**src/rtl/fetch_stage_if.sv**
```systemverilog
// Instruction-memory request/ready channel between
// the fetch stage (master) and instruction memory (slave).
interface fetch_stage_if;
  logic        Fo_imemReq;
  logic [31:0] Fo_imemAddr;
  logic        Fi_imemReady;
  logic [31:0] Fi_imemRdata;

  modport master (
    output Fo_imemReq,
    output Fo_imemAddr,
    input  Fi_imemReady,
    input  Fi_imemRdata
  );

  modport slave (
    input  Fo_imemReq,
    input  Fo_imemAddr,
    output Fi_imemReady,
    output Fi_imemRdata
  );
endinterface

```
**src/rtl/fetch_stage.sv**
```systemverilog
// Fetch stage: PC, imem request FSM (WAIT/KILL/HOLD), IF/ID register.
// FETCH_PERF_CNT_EN enables the fetch/bubble performance counters.
module fetch_stage #(
  parameter logic [31:0] RESET_PC  = 32'h0000_0000,
  parameter logic [31:0] NOP_INSTR = 32'h0000_0013
) (
  input  logic          clk,
  input  logic          rst_n,
  input  logic          Di_stall,
  input  logic          Di_flush,
  input  logic [1:0]    Ei_PCSrc,
  input  logic [31:0]   Ei_PCTarget,
  input  logic [31:0]   Ei_ALUOut,
  fetch_stage_if.master imem,
  output logic [31:0]   Do_instr,
  output logic [31:0]   Do_PC,
  output logic [31:0]   Do_PCPlus4,
  output logic          Do_valid,
  output logic [31:0]   Fo_fetchCount,
  output logic [31:0]   Fo_bubbleCount
);

  typedef enum logic [1:0] {
    WAIT,
    KILL,
    HOLD
  } state_t;

  typedef struct packed {
    logic [31:0] instr;
    logic [31:0] pc;
    logic [31:0] pc4;
    logic        valid;
  } if_id_t;

  state_t      state_q, state_d;
  logic [31:0] pc_q, pc_d;
  logic [31:0] tgt_q, tgt_d;
  logic [31:0] buf_instr_q, buf_instr_d;
  logic [31:0] buf_pc_q, buf_pc_d;
  if_id_t      ifid_q, ifid_d;

  logic        redirect;
  logic [31:0] target;
  logic [31:0] pc_plus4;
  logic        done;
  logic        new_v;
  logic [31:0] new_instr;
  logic [31:0] new_pc;
  logic        sel_kill;
  logic        sel_hold;
  logic        sel_load;
  logic        sel_bub;

  assign imem.Fo_imemReq  = rst_n && (state_q != HOLD);
  assign imem.Fo_imemAddr = pc_q;

  // Redirect decode and transfer completion
  always_comb begin
    redirect = (Ei_PCSrc != 2'b00);
    target   = Ei_PCTarget;
    if (Ei_PCSrc == 2'b10) target = Ei_ALUOut & ~32'd1;
    pc_plus4 = pc_q + 32'd4;
    done     = imem.Fo_imemReq && imem.Fi_imemReady;
  end

  // Next state, PC, kill target and skid buffer
  always_comb begin
    state_d     = state_q;
    pc_d        = pc_q;
    tgt_d       = tgt_q;
    buf_instr_d = buf_instr_q;
    buf_pc_d    = buf_pc_q;
    new_v       = 1'b0;
    new_instr   = imem.Fi_imemRdata;
    new_pc      = pc_q;
    unique case (state_q)
      WAIT: begin
        if (done) begin
          if (redirect) begin
            pc_d = target;
          end else if (Di_stall) begin
            buf_instr_d = imem.Fi_imemRdata;
            buf_pc_d    = pc_q;
            pc_d        = pc_plus4;
            state_d     = HOLD;
          end else begin
            new_v = 1'b1;
            pc_d  = pc_plus4;
          end
        end else if (redirect) begin
          tgt_d   = target;
          state_d = KILL;
        end
      end
      KILL: begin
        if (redirect) tgt_d = target;
        if (done) begin
          pc_d    = redirect ? target : tgt_q;
          state_d = WAIT;
        end
      end
      HOLD: begin
        if (redirect) begin
          pc_d    = target;
          state_d = WAIT;
        end else if (!Di_stall) begin
          new_v     = 1'b1;
          new_instr = buf_instr_q;
          new_pc    = buf_pc_q;
          state_d   = WAIT;
        end
      end
      default: state_d = WAIT;
    endcase
  end

  // IF/ID select: flush/redirect > stall > new instr > bubble
  always_comb begin
    sel_kill = Di_flush | redirect;
    sel_hold = !sel_kill && Di_stall;
    sel_load = !sel_kill && !Di_stall && new_v;
    sel_bub  = !sel_kill && !Di_stall && !new_v;
    ifid_d   = ifid_q;
    unique case (1'b1)
      sel_kill, sel_bub: begin
        ifid_d.instr = NOP_INSTR;
        ifid_d.valid = 1'b0;
      end
      sel_hold: ifid_d = ifid_q;
      sel_load: begin
        ifid_d.instr = new_instr;
        ifid_d.pc    = new_pc;
        ifid_d.pc4   = new_pc + 32'd4;
        ifid_d.valid = 1'b1;
      end
      default: ifid_d = ifid_q;
    endcase
  end

  // State registers
  always_ff @(posedge clk or negedge rst_n) begin
    if (!rst_n) begin
      state_q      <= WAIT;
      pc_q         <= RESET_PC;
      tgt_q        <= '0;
      buf_instr_q  <= '0;
      buf_pc_q     <= '0;
      ifid_q.instr <= NOP_INSTR;
      ifid_q.pc    <= '0;
      ifid_q.pc4   <= '0;
      ifid_q.valid <= 1'b0;
    end else begin
      state_q     <= state_d;
      pc_q        <= pc_d;
      tgt_q       <= tgt_d;
      buf_instr_q <= buf_instr_d;
      buf_pc_q    <= buf_pc_d;
      ifid_q      <= ifid_d;
    end
  end

  assign Do_instr   = ifid_q.instr;
  assign Do_PC      = ifid_q.pc;
  assign Do_PCPlus4 = ifid_q.pc4;
  assign Do_valid   = ifid_q.valid;

`ifdef FETCH_PERF_CNT_EN
  logic [31:0] fetch_cnt_q, fetch_cnt_d;
  logic [31:0] bubble_cnt_q, bubble_cnt_d;

  // Count valid IF/ID loads and bubble loads; stall holds excluded
  always_comb begin
    fetch_cnt_d  = fetch_cnt_q;
    bubble_cnt_d = bubble_cnt_q;
    if (sel_load) fetch_cnt_d = fetch_cnt_q + 32'd1;
    if (sel_kill || sel_bub) bubble_cnt_d = bubble_cnt_q + 32'd1;
  end

  // Counter registers
  always_ff @(posedge clk or negedge rst_n) begin
    if (!rst_n) begin
      fetch_cnt_q  <= '0;
      bubble_cnt_q <= '0;
    end else begin
      fetch_cnt_q  <= fetch_cnt_d;
      bubble_cnt_q <= bubble_cnt_d;
    end
  end

  assign Fo_fetchCount  = fetch_cnt_q;
  assign Fo_bubbleCount = bubble_cnt_q;
`else
  assign Fo_fetchCount  = 32'd0;
  assign Fo_bubbleCount = 32'd0;
`endif

endmodule

```
**src/flat_wrapper.sv**
```systemverilog
// flat-port wrapper written by rule: the top's interface ports become plain ports
module fetch_stage_flat 
#(
  parameter logic [31:0] RESET_PC  = 32'h0000_0000,
  parameter logic [31:0] NOP_INSTR = 32'h0000_0013
)
  (clk, rst_n, Di_stall, Di_flush, Ei_PCSrc, Ei_PCTarget, Ei_ALUOut, Do_instr, Do_PC, Do_PCPlus4, Do_valid, Fo_fetchCount, Fo_bubbleCount, imem_Fo_imemReq, imem_Fo_imemAddr, imem_Fi_imemReady, imem_Fi_imemRdata);
  fetch_stage_if imem_i ();
  input  logic clk;
  input  logic rst_n;
  input  logic Di_stall;
  input  logic Di_flush;
  input  logic [1:0] Ei_PCSrc;
  input  logic [31:0] Ei_PCTarget;
  input  logic [31:0] Ei_ALUOut;
  output logic [31:0] Do_instr;
  output logic [31:0] Do_PC;
  output logic [31:0] Do_PCPlus4;
  output logic Do_valid;
  output logic [31:0] Fo_fetchCount;
  output logic [31:0] Fo_bubbleCount;
  output wire logic [$bits(imem_i.Fo_imemReq)-1:0] imem_Fo_imemReq;
  output wire logic [$bits(imem_i.Fo_imemAddr)-1:0] imem_Fo_imemAddr;
  input wire logic [$bits(imem_i.Fi_imemReady)-1:0] imem_Fi_imemReady;
  input wire logic [$bits(imem_i.Fi_imemRdata)-1:0] imem_Fi_imemRdata;
  assign imem_Fo_imemReq = imem_i.Fo_imemReq;
  assign imem_Fo_imemAddr = imem_i.Fo_imemAddr;
  assign imem_i.Fi_imemReady = imem_Fi_imemReady;
  assign imem_i.Fi_imemRdata = imem_Fi_imemRdata;
  fetch_stage #(.RESET_PC(RESET_PC), .NOP_INSTR(NOP_INSTR)) u_core (.clk(clk), .rst_n(rst_n), .Di_stall(Di_stall), .Di_flush(Di_flush), .Ei_PCSrc(Ei_PCSrc), .Ei_PCTarget(Ei_PCTarget), .Ei_ALUOut(Ei_ALUOut), .imem(imem_i), .Do_instr(Do_instr), .Do_PC(Do_PC), .Do_PCPlus4(Do_PCPlus4), .Do_valid(Do_valid), .Fo_fetchCount(Fo_fetchCount), .Fo_bubbleCount(Fo_bubbleCount));
endmodule
```
**config.mk**
```make
export PLATFORM = sky130hd
export DESIGN_NAME = fetch_stage_flat
export DESIGN_NICKNAME = d
export VERILOG_FILES = /design/src/rtl/fetch_stage_if.sv /design/src/rtl/fetch_stage.sv /design/src/flat_wrapper.sv
export SDC_FILE = /design/constraint.sdc
export NUM_CORES = 1
export LEC_CHECK = 0
export CAP_MARGIN = 20
export CORE_MARGIN = 3
export CORE_UTILIZATION = 46
export CTS_CLUSTER_SIZE = 24
export DETAILED_ROUTE_END_ITERATION = 10
export GPL_ROUTABILITY_DRIVEN = 0
export GPL_TIMING_DRIVEN = 0
export PLACE_DENSITY = 0.78
export REMOVE_ABC_BUFFERS = 1
export SKIP_LAST_GASP = 1
export SYNTH_ARGS = -nofsm -noshare
export SYNTH_HDL_FRONTEND = slang
export SYNTH_SLANG_ARGS = --single-unit
```
**constraint.sdc**
```tcl
create_clock -name clk -period 3.1 [get_ports clk]
set_input_delay 0.31 -clock clk [delete_from_list [all_inputs] [get_ports clk]]
set_output_delay 0.31 -clock clk [all_outputs]
set_load 0.01 [all_outputs]
```
==> results.md <==
- First-pass GRT wire length: 56800 µm
- Clock Sink Count: 225
- Fin. max-slew vios: 0
- Detailed-route DRC error count: 0
- Setup crit end kind: flip-flop
- Final hold slack: -0.180 ns
- Fin Clk Skew: 0.0127 ns
- Number of synthesized register bits: 225
- PwrDens: 825 nW/µm²
- Die extent in x: 172 µm
- Violated checks: negative hold slack
- Max-slew headroom: 0.307
- PortBufs: 231
- DR top layer: met4
- Number of max-cap violations: 0
- CP Launch Type: input port
- Mapped Cells: 1344
- Largest fanout on the critical path: 49
- Initial Util: 0.476
- Yosys cell types: 78
- Number of global-route vias before repair: 10.4k
- Routed Antenna Nets: 0
- Die Ht: 172 µm
- RSZ-0062 raised after global routing: false
- Row count: 59
- Worst VDD drop: 0.500 mV
- Vias: 10.9k
- Outcome: finished with violations
- CTS buffer count: 25
- Vias per cell: 5.82
- Pre-antenna DRT Iters: 5
- Sequential element share of the synthesized area: 0.447
- Async set or reset register ratio after synthesis: 1.00
- Clk slew on worst S/H paths: 0.06 ns
- WL met3: 3370 µm
- Tot GR Track Use: 0.238
- Setup violations, final: 0
- Fmax: 333 MHz
- CTS tree: yes
- Largest net degree at the start of global routing: 125
- Syn-to-layout area delta: 26.7%
- Core area: 26500 µm²
- Tcrit/Tclk final: 0.968
- Iter 0 DRT Violations: 1059
- Clock buffer depth: 3
- Worst-Margin Slew: 1.04 ns
- I/O Pins: 297
- Post-layout min period: 3.00 ns
- Met2 Wirelength: 17500 µm
- Post-synth EDFFs: 0
- Fraction of layout cells with a size suffix above 1: 0.120
- Worst R2R End: u_core.imem.Fo_imemAddr[14]
- Post-Route M1 WL: 15600 µm
- Root buffer cell: clkbuf_16
- R2R Setup Slk: 0.13 ns
- HP Class: in2async
- Routed len/inst: 19.8 µm
- Setup crit start: Di_stall
- Post-Route WL: 37200 µm
- Leakage power: 6.96 nW
- Initial antenna violation count: 1
- Placed Cells: 1820
- H-tree levels: 1
- Worst skew pair latency: 0.53 ns
- Die ar.: 29500 µm²
- Post-DP HPWL: 25000 µm
- Worst path required time: 3.50 ns
- Crit path arrival time: 3.40 ns
- Final hold violations: 100
- FF-to-FF path depth: 8
- Post-synthesis area per instance: 9.39 µm²
- Reg2reg start: u_core.state_q[1]
- GRT overflow: 0
- Fin nets: 1630
- YS warnings: 0
- Synth Flop Type: dfrtp_1
- Synth Cell Area: 12600 µm²
- CP Class: in2reg
- Final std cells w/o fill: 1875
==> metal layers <==
| metal | GRT usage | vias up |
|---|---|---|
| met5 | 0 | - |
| met4 | 0.0602 | 0 |
| met3 | 0.0405 | 53 |
| met2 | 0.389 | 537 |
| met1 | 0.330 | 5324 |
| li1 | - | 5004 |
==> state kept, by name, summed over array words and instances (netlist names) <==
name and flops:
u_core.Do_PC 30, u_core.Do_PCPlus4 32, u_core.Do_instr 32, u_core.Do_valid 1, u_core.buf_instr_q 32, u_core.buf_pc_q 32
u_core.imem.Fo_imemAddr 32, u_core.state_q 2, u_core.tgt_q 32
==> synth_stat cells, drive strengths merged, types with 7 or more instances <==
| cell type | n | area [µm²] |
|---|---|---|
| a211oi | 10 | 85.1 |
| dfrtp | 222 | 5560 |
| nand2b | 7 | 43.8 |
| nor4 | 15 | 164 |
| and3 | 11 | 68.8 |
| xnor2 | 17 | 149 |
| nand2 | 189 | 709 |
| mux2 | 84 | 946 |
| a21oi | 72 | 364 |
| clkbuf | 64 | 240 |
| o21ai | 145 | 729 |
| a31oi | 22 | 138 |
| o22ai | 14 | 87.6 |
| xor2 | 24 | 210 |
| nor3 | 15 | 80.1 |
| nor2 | 90 | 340 |
| o211ai | 13 | 103 |
| a22oi | 7 | 52.6 |
| mux2i | 73 | 731 |
| nand3 | 33 | 165 |
| buf | 103 | 696 |
| nand4 | 17 | 113 |
| inv | 11 | 41.3 |
==> power by group <==
part	internal [mW]	leakage (nW)	total [mW]	switching, mW
combinational	2.44	3.68	4.91	2.47
clock	1.87	0.416	3.08	1.21
sequential	4.06	2.87	5.20	1.14
==> metrics by stage <==
step | TNS, ns | util | power [mW] | worst slack, ns | instance area (µm²)
after floorplan | -182.39 | - | 7.55 | -1.81 | 11900
after global placement | -3826.07 | 0.553 | 9.78 | -11.59 | 14700
after detailed placement | -118.11 | 0.566 | 10.1 | -0.967 | 15000
after CTS | -0.0137 | 0.600 | 13.2 | -0.00963 | 15900
after global routing | 0 | 0.603 | 14.0 | 0.0257 | 16000
final | 0 | 0.603 | 13.2 | 0.0996 | 16000
==> final cells by class <==
cell class | count | area [µm²]
inverter | 11 | 41.3
clock inverter | 11 | 163
timing repair buffer | 251 | 2690
clock buffer | 34 | 679
sequential | 225 | 5630
tap | 335 | 419
multi-input combinational | 1007 | 6360
fill | 2239 | 10500
antenna | 1 | 2.50
==> placed cells by master, fill, tap and decap left out, types with 16 or more instances in the layout <==
cell             count
xor2_1              24
nand3_1             33
a31oi_1             22
mux2i_1             73
conb_1              64
clkbuf_16           25
o21ai_0            127
xnor2_1             17
mux2_2              84
nand2_1            189
o21ai_1             16
dfrtp_1            222
clkdlybuf4s50_1    228
a21oi_1             70
nor2_1              86
nand4_1             16
==> worst max-delay path by stage <==
stage | end | slack (ns) | cells after the start
after global placement | u_core.buf_instr_q[24] | -11.59 | 6
after CTS | u_core.Do_PCPlus4[28] | -0.01 | 11
after floorplan | u_core.buf_instr_q[0] | -1.81 | 4
after detailed placement | u_core.buf_instr_q[24] | -0.97 | 8
after global routing | u_core.imem.Fo_imemAddr[14] | 0.03 | 8
final | u_core.Do_PCPlus4[31] | 0.1 | 8
==> worst max-delay path, cell delays in order <==
cell and delay (ns):
clkdlybuf4s50_1 0.84, or4b_4 0.84, buf_16 0.25, nor2_1 0.33, o21bai_1 0.12, nor4b_2 0.37, xor2_1 0.20, o21ai_1 0.07
==> cell families (layout without fill, tap and decap cells) <==
group / Yosys count / after routing / share of synthesized area
AND/OR/NAND/NOR: 403 / 406 / 0.151
AO/OA/AOI/OAI: 333 / 333 / 0.158
flip-flops: 225 / 225 / 0.447
buffers and inverters: 178 / 307 / 0.0774
multiplexers: 157 / 157 / 0.133
XOR/XNOR: 41 / 41 / 0.0285
adder cells (fa/ha/maj): 6 / 6 / 0.00595
other: 1 / 65 / 0.000297
==> what timing repair did <==
| action | in CTS | in global routing |
|---|---|---|
| cloned | 1 | 2 |
| setup endpoints to repair | 135 | 37 |
| endpoints found under the hold margin | 100 | 100 |
| gates resized for setup | 8 | 4 |
| setup buffers | 4 | 1 |
| pin swaps | 0 | 2 |
Power figures use the tool's default switching activity.
